### src/rtl/bcd_to_bin11_pkg.sv
// Shared constants, state encoding and digit-check helper for the
// four-digit BCD to 11-bit binary converter.
package bcd_to_bin11_pkg;

  localparam int unsigned BIN_W   = 11;
  localparam int unsigned NDIG    = 4;
  localparam int unsigned ITER    = 14;
  localparam int unsigned BIN_MAX = 2047;

  localparam int unsigned BCD_W = 4 * NDIG;
  // 14 bits hold 9999, the largest decimal value four digits can express
  localparam int unsigned ACC_W = ITER;
  localparam int unsigned CNT_W = 4;

  typedef enum logic [1:0] {
    IDLE,
    CONV,
    DONE
  } state_e;

  function automatic logic bad_digit(input logic [BCD_W-1:0] bcd);
    bad_digit = 1'b0;
    for (int i = 0; i < int'(NDIG); i++) begin
      if (bcd[4*i +: 4] > 4'd9) bad_digit = 1'b1;
    end
  endfunction

endpackage

### src/rtl/bcd_to_bin11_if.sv
// Handshake and data bundle between a BCD producer, the converter and the
// downstream consumer of the binary result.
interface bcd_to_bin11_if;
  import bcd_to_bin11_pkg::*;

  logic [3:0]       thousands;
  logic [3:0]       hundreds;
  logic [3:0]       tens;
  logic [3:0]       ones;
  logic             in_valid;
  logic             in_ready;
  logic [BIN_W-1:0] bin;
  logic             ovf;
  logic             err;
  logic             out_valid;
  logic             out_ready;

  modport master (
    output thousands, hundreds, tens, ones, in_valid, out_ready,
    input  in_ready, bin, ovf, err, out_valid
  );

  modport slave (
    input  thousands, hundreds, tens, ones, in_valid, out_ready,
    output in_ready, bin, ovf, err, out_valid
  );

endinterface

### src/rtl/sub3.sv
// Reverse double-dabble digit correction: subtract 3 from a shifted BCD
// digit whose value is 8 or more.
module sub3 (
  input  logic [3:0] num,
  output logic [3:0] out
);

  always_comb begin
    out = num;
    if (num >= 4'd8) out = num - 4'd3;
  end

endmodule

### src/rtl/bcd_to_bin11.sv
// Iterative BCD to binary converter: 14 shift/correct steps plus one
// result cycle, so every conversion takes exactly 15 cycles.
module bcd_to_bin11
  import bcd_to_bin11_pkg::*;
(
  input logic           clk,
  input logic           rst_n,
  bcd_to_bin11_if.slave bus
);

  localparam logic [CNT_W-1:0] LastIter = CNT_W'(ITER);
  localparam logic [ACC_W-1:0] AccMax   = ACC_W'(BIN_MAX);

  state_e                 state_q;
  logic [BCD_W-1:0]       bcd_q;
  logic [BCD_W-1:0]       bcd_fix;
  logic [ACC_W-1:0]       acc_q;
  logic [CNT_W-1:0]       cnt_q;
  logic                   err_int_q;
  logic [BIN_W-1:0]       bin_q;
  logic                   ovf_q;
  logic                   err_q;
  logic [BCD_W+ACC_W-1:0] shifted;

  assign shifted = {bcd_q, acc_q} >> 1;

  for (genvar i = 0; i < int'(NDIG); i++) begin : g_fix
    sub3 u_sub3 (
      .num (shifted[ACC_W+4*i +: 4]),
      .out (bcd_fix[4*i +: 4])
    );
  end

  always_ff @(posedge clk or negedge rst_n) begin
    if (!rst_n) begin
      state_q   <= IDLE;
      bcd_q     <= '0;
      acc_q     <= '0;
      cnt_q     <= '0;
      err_int_q <= 1'b0;
      bin_q     <= '0;
      ovf_q     <= 1'b0;
      err_q     <= 1'b0;
    end else begin
      unique case (state_q)
        IDLE: begin
          if (bus.in_valid) begin
            bcd_q     <= {bus.thousands, bus.hundreds, bus.tens, bus.ones};
            acc_q     <= '0;
            cnt_q     <= '0;
            err_int_q <= bad_digit({bus.thousands, bus.hundreds, bus.tens, bus.ones});
            state_q   <= CONV;
          end
        end
        CONV: begin
          if (cnt_q == LastIter) begin
            state_q <= DONE;
            if (err_int_q) begin
              bin_q <= '0;
              ovf_q <= 1'b0;
              err_q <= 1'b1;
            end else if (acc_q > AccMax) begin
              bin_q <= '1;
              ovf_q <= 1'b1;
              err_q <= 1'b0;
            end else begin
              bin_q <= acc_q[BIN_W-1:0];
              ovf_q <= 1'b0;
              err_q <= 1'b0;
            end
          end else begin
            bcd_q <= bcd_fix;
            acc_q <= shifted[ACC_W-1:0];
            cnt_q <= cnt_q + 1'b1;
          end
        end
        DONE: begin
          if (bus.out_ready) state_q <= IDLE;
        end
        default: state_q <= IDLE;
      endcase
    end
  end

  assign bus.in_ready  = (state_q == IDLE);
  assign bus.out_valid = (state_q == DONE);
  assign bus.bin       = bin_q;
  assign bus.ovf       = ovf_q;
  assign bus.err       = err_q;

endmodule

### src/flat_wrapper.sv
// flat-port wrapper written by rule: the top's interface ports become plain ports
module bcd_to_bin11_flat import bcd_to_bin11_pkg::*;
  (clk, rst_n, bus_thousands, bus_hundreds, bus_tens, bus_ones, bus_in_valid, bus_out_ready, bus_in_ready, bus_bin, bus_ovf, bus_err, bus_out_valid);
  bcd_to_bin11_if bus_i ();
  input logic clk;
  input logic rst_n;
  input wire logic [$bits(bus_i.thousands)-1:0] bus_thousands;
  input wire logic [$bits(bus_i.hundreds)-1:0] bus_hundreds;
  input wire logic [$bits(bus_i.tens)-1:0] bus_tens;
  input wire logic [$bits(bus_i.ones)-1:0] bus_ones;
  input wire logic [$bits(bus_i.in_valid)-1:0] bus_in_valid;
  input wire logic [$bits(bus_i.out_ready)-1:0] bus_out_ready;
  output wire logic [$bits(bus_i.in_ready)-1:0] bus_in_ready;
  output wire logic [$bits(bus_i.bin)-1:0] bus_bin;
  output wire logic [$bits(bus_i.ovf)-1:0] bus_ovf;
  output wire logic [$bits(bus_i.err)-1:0] bus_err;
  output wire logic [$bits(bus_i.out_valid)-1:0] bus_out_valid;
  assign bus_i.thousands = bus_thousands;
  assign bus_i.hundreds = bus_hundreds;
  assign bus_i.tens = bus_tens;
  assign bus_i.ones = bus_ones;
  assign bus_i.in_valid = bus_in_valid;
  assign bus_i.out_ready = bus_out_ready;
  assign bus_in_ready = bus_i.in_ready;
  assign bus_bin = bus_i.bin;
  assign bus_ovf = bus_i.ovf;
  assign bus_err = bus_i.err;
  assign bus_out_valid = bus_i.out_valid;
  bcd_to_bin11 u_core (.clk(clk), .rst_n(rst_n), .bus(bus_i));
endmodule
### config.mk
export PLATFORM = sky130hd
export DESIGN_NAME = bcd_to_bin11_flat
export DESIGN_NICKNAME = d
export VERILOG_FILES = /design/src/rtl/bcd_to_bin11_pkg.sv /design/src/rtl/bcd_to_bin11_if.sv /design/src/rtl/sub3.sv /design/src/rtl/bcd_to_bin11.sv /design/src/flat_wrapper.sv
export SDC_FILE = /design/constraint.sdc
export NUM_CORES = 1
export LEC_CHECK = 0
export ABC_CLOCK_PERIOD_IN_PS = 4050
export CORE_MARGIN = 2
export CORE_UTILIZATION = 30
export CTS_BUF_LIST = sky130_fd_sc_hd__clkbuf_2 sky130_fd_sc_hd__clkbuf_4 sky130_fd_sc_hd__clkbuf_8
export CTS_CLUSTER_DIAMETER = 200
export DETAILED_ROUTE_END_ITERATION = 10
export PLACE_DENSITY_LB_ADDON = 0.2
export RECOVER_POWER = 100
export SLEW_MARGIN = 25
export SYNTH_ARGS = -nofsm -noshare
export SYNTH_HDL_FRONTEND = slang
export SYNTH_SLANG_ARGS = --single-unit
export TNS_END_PERCENT = 20
### constraint.sdc
create_clock -name clk -period 4.05 [get_ports clk]
set_input_delay 1.215 -clock clk [delete_from_list [all_inputs] [get_ports clk]]
set_output_delay 1.215 -clock clk [all_outputs]
set_load 0.01 [all_outputs]
; ---- Word level (Yosys, flattened, before mapping)
; Index checks and enable logic that the tools add are counted.
[classes]
add_sub_neg = 5
n_lt_le_gt_ge = 9
eq_ne = 7
mux = 26
n_reduce_logical = 6
[ops]
columns = op, n
row1 = $mux W16, 2
row2 = $pmux W16 S2, 1
row3 = $mux W14, 2
row4 = $pmux W14 S2, 1
row5 = $mux W4, 6
row6 = $mux W11, 2
row7 = $gt A4 B4 Y1 const B, 4
row8 = $gt A14 B11 Y1 const B, 1
row9 = $ge A4 B4 Y1 const B, 3
row10 = $sub A4 B2 Y4 const B, 3
row11 = $pmux W4 S2, 1
row12 = $mux W1, 7
row13 = $mux W2, 3
row14 = $ne A2 B2 Y1 const B, 3
row15 = $pmux W2 S3, 1
row16 = $reduce_and A3 Y1, 2
row17 = $add A4 B1 Y4 const B, 1
row18 = $eq A4 B4 Y1 const B, 1
row19 = $ge A3 B4 Y1 const B, 1
row20 = $reduce_and A2 Y1, 2
row21 = $sub A3 B2 Y4 const B, 1
row22 = $eq A2 B1 Y1 const B, 1
row23 = $eq A2 B2 Y1 const B, 1
row24 = $logic_not A2 Y1, 1
row25 = 2 further kinds, 2
[word_totals]
regBits = 50
inputBits = 20
out_inout_bits = 15
word_cells = 61

; ---- Depth between registers and ports, before layout
[logic_depth]
ltp_word = 5
mapped_depth = 9
depth_no_buf = 7

; ---- Cells and area by module
; Synthesis repeated with hierarchy kept, for this count alone.
[hier_totals]
hier_cells = 225
hier_area_um2 = 2585.0
[modules_own_cells]
columns = module, instances, cells_per_inst, area_each_um2, seq_area_each_um2
row1 = bcd_to_bin11, 1, 181, 2279.7, 1251.2
row2 = sub3, 4, 11, 76.3, 0.0

; ---- Worst setup path after synthesis
; OpenSTA, ideal clock, no wires.
[synth_path]
kind = input to register
start = in bus_in_valid
end = reg u_core.acc_q[10]
setup_ns = 0.121
arrival_time_ns = 2.032
required_ns = 3.929
path_slack_ns = 1.897
path_stages = 5
n_path_buf = 2
path_cell_list = nor2_1 -> or3_1 -> buf_6 -> buf_6 -> a22o_1
[synth_between]
elab_chain_cells = 2
[synth_lines]
columns = item, line
row1 = from (decl), flat_wrapper.sv:11  ; input wire logic [$bits(bus_i.in_valid)-1:0] bus_in_valid;
row2 = $ne A2 B2 Y1 (no line), n/a
row3 = $reduce_and A3 Y1 (no line), n/a
row4 = to (signal assigned), bcd_to_bin11.sv:73  ; acc_q <= shifted[ACC_W-1:0];
row5 = to (decl), bcd_to_bin11.sv:17  ; logic [ACC_W-1:0] acc_q;
; Every way passes these cells.
; A chain may end at the register's enable or synchronous reset.

; ---- Worst setup path after layout
[layout_path]
start = in bus_in_valid
end = reg u_core.bcd_q[11]
[layout_between]
elab_chain_cells = 2
[layout_lines]
columns = item, line
row1 = $ne A2 B2 Y1 (no line), n/a
row2 = $reduce_and A3 Y1 (no line), n/a
row3 = to (signal assigned), bcd_to_bin11.sv:48  ; bcd_q <= {bus.thousands, bus.hundreds, bus.tens, bus.ones};
row4 = to (signal assigned), bcd_to_bin11.sv:72  ; bcd_q <= bcd_fix;
row5 = to (decl), bcd_to_bin11.sv:15  ; logic [BCD_W-1:0] bcd_q;
; Every way passes these cells.

==> impl_metrics.csv <==
group,metric,value,unit
outcome,outcome,"complete, but fails checks",
outcome,violations,"max-capacitance violations, max-slew violations",
clock_tree,ctsHoldBuffers,0,
yosys,synth_edf_count,0,
grt,met1_usage,16.9,%
placed_design,dp_hpwl,3170,µm
yosys,ys_seq_area_share,52.8,%
grt,grt_overflow_total,0,
worst_setup_path,crit_chain,"dlygate4sd3_1, nor2_1, or3_1, inv_4, a21oi_1, a31oi_2",
clock_tree,cts-root-buf,"clkbuf_8",
drt,routed-via-count,1701,
sta,tns,0,ns
worst_setup_path,worstSetupPathType,"input pin to flop",
yosys,ys_ff_latch,50,
sta,clock.fmax,336,MHz
worst_setup_path,critPathBufInv,2,
grt,grt_antenna_before_repair,0,
pwr,p_per_area,815,nW/µm²
clock_tree,post_cts_buffers,0,
final_layout,fin_nets,288,
pwr,clkPwrFrac,15.0,%
sta,tightest_slew,1.82,ns
final_layout,num_antenna_cells,0,
worst_setup_path,critPathSlowestCell,"or3_1",
sta,min_period,2.98,ns
sta,final-hold-violation-count,0,
final_layout,final_common_cell,"dfrtp_1",
die,die_area,8630,µm²
worst_setup_path,cpPeakStageDelay,0.77,ns
grt,grt_pass1_vias,1606,
die,die_x,92.9,µm
drt,drtIter0Drc,78,
worst_setup_path,cp-start-kind,"input pin",
sta,max_slew_margin,-21.3,%
yosys,yosysTopAreaCellShare,52.8,%
placed_design,gp_congestion,0.724,
yosys,yosysTopAreaCell,"dfrtp_1",
drt,totalWireLength,4640,µm
drt,dr.pass1.iters,4,
sta,setup_viol,0,
die,fp.dieH,92.9,µm
grt,grt_busiest_layer,"met2",
pwr,seq_power_share,39.3,%
worst_setup_path,crit_path_end_kind,"flop",
pwr,peakVddDrop,0.253,mV
yosys,synth_area_leaders,"dfrtp_1, a22o_1, nand2_1",
yosys,syn_inst,229,
run,maxCapViolCount,1,
drt,antenna_left,0,
worst_setup_path,required,4.23,ns
grt,grt_pass1_wl,7960,µm
clock_tree,clk_latency,0.30,ns
yosys,ys_async_sr_fraction,100,%
clock_tree,post_cts_resized,0,
final_layout,syn_to_final_growth,20.3,%
placed_design,numPortBuffers,34,
die,initial_core_util,30.8,%
clock_tree,numCtsBuffers,5,
sta,rsz0062_at_grt,"no",
die,coreArea,7690,µm²
pwr,power_leakage,0.00133,µW
placed_design,dp_slack,0.854,ns
drt,via_per_inst,4.70,
yosys,yosys_warnings,0,
grt,grt_util_all_layers,11.8,%
clock_tree,cts_tree,"done",
worst_hold_path,min_path_type,"flop to flop",
grt,use_met3,2.69,%
pwr,p_int,1400,µW
sta,post-route-period-util,73.5,%
final_layout,final_cell_mix,"dfrtp_1, nand2_1, nor2_1",
grt,met2_usage,17.9,%
clock_tree,clk_pin_slew,0.10,ns
die,row_count,32,
pwr,p_comb_share,45.7,%
grt,grt_max_degree,36,
worst_setup_path,worst_ep_arrival_time,3.15,ns
clock_tree,cts_sinks,50,
drt,wl_per_cell,12.8,µm
sta,slew_viol_final,36,
pwr,switching_share,39.6,%
yosys,synth_ff_type,"dfrtp_1",
die,ios,35,
yosys,syn-num-nets,257,
sta,finalWorstSetupSlack,1.07,ns
sta,skew,0.00953,ns
clock_tree,htree_levels,2,
worst_setup_path,cp_top_family,"simple AND/OR/NAND/NOR gates",
pwr,switchingPower,919,µW
yosys,synthesis.area,2370,µm²
drt,remaining_drc_errors,0,
worst_setup_path,critPathMaxFanout,28,
clock_tree,clockBufferDepth,2,
yosys,yosysUniqueCellTypes,33,
final_layout,drive_gt1_share,4.62,%
yosys,syn_avg_cell_area,10.3,µm²
==> cell usage after synthesis, types with 2 or more instances <==
cell and n:
clkbuf_1 5, xnor2_1 6, a22o_1 16, nand2_1 34, mux2i_1 3, nor2_1 22, a211o_1 3, or3_1 2
inv_1 9, o31ai_1 11, a21oi_2 2, a31oi_2 3, ha_1 8, buf_2 3, o21ai_0 18, buf_6 3
a21oi_1 4, nand2b_1 3, dfrtp_1 50, o211ai_1 4, nand4_1 2, a31oi_1 4, nor2b_1 4
==> power by group through the flow <==
stage	sequential, µW	combinational [µW]	clock (µW)
after global placement	929	1110	0
after CTS	921	1130	361
after detailed placement	930	1130	0
after floorplan	901	873	0
after global routing	951	1230	383
final	913	1060	348
==> sequential cells by signal (all words and copies together) (netlist names) <==
signal,cells
u_core.bus.bin,11
u_core.bus.ovf,1
u_core.bcd_q,16
u_core.acc_q,14
u_core.cnt_q,4
u_core.err_int_q,1
u_core.state_q,2
u_core.bus.err,1
==> worst paths after layout <==
| check | start | to | slack (ns) | cells after the start |
|---|---|---|---|---|
| max reg2reg | u_core.state_q[1] | u_core.cnt_q[3] | 1.48 | 4 |
| min | u_core.bus.bin[7] | u_core.bus.bin[7] | 0.48 | 2 |
| min in group asynchronous | rst_n | u_core.bus.bin[3] | 1.39 | 1 |
| max | bus_in_valid | u_core.bcd_q[11] | 1.07 | 6 |
| min reg2reg | u_core.bus.bin[7] | u_core.bus.bin[7] | 0.48 | 2 |
| max in group asynchronous | rst_n | u_core.bcd_q[3] | 1.59 | 2 |
==> cell families after synthesis <==
| kind of cell | Yosys count | share of synthesized area (%) |
|---|---|---|
| xor+xnor | 6 | 2.22 |
| compound gates | 68 | 20.9 |
| mux | 4 | 1.74 |
| buf+inv | 23 | 5.49 |
| simple gates | 70 | 12.6 |
| flops | 50 | 52.8 |
| fa+ha+maj | 8 | 4.22 |
==> tightest hold or removal path, delay by kind of cell, from the launching register on <==
kind | cells | cell delay, ns
AOI/OAI and AO/OA | 1 | 0.05
and+or+nand+nor | 1 | 0.05
DFF | 1 | 0.35
==> area by class of cell <==
cell class | instances | area [µm²]
timing repair buffer | 37 | 349
tap | 102 | 128
clock inverter | 2 | 38.8
fill | 792 | 4840
multi-input combinational | 156 | 975
sequential | 50 | 1250
inverter | 10 | 40.0
clock buffer | 5 | 68.8
==> stage by stage <==
stage          power, µW  std cells  instance area, µm²  hold WS, ns  utilization [%]
5_1_grt             2570        362                2850        0.505             37.1
3_5_place_dp        2060        354                2760        0.467             35.9
3_3_place_gp        2040        354                2760        0.462             35.9
2_1_floorplan       1770        229                2370        0.449                -
6_report            2320        362                2850        0.477             37.1
4_1_cts             2410        361                2870        0.489             37.3
==> routing by layer <==
metal	up-vias	part of all wire (%)
met1	797	50
met3	8	4.4
li1	863	-
met5	-	0
met4	0	1.2
met2	33	44
Note: power is estimated with default switching activity, not from simulation.
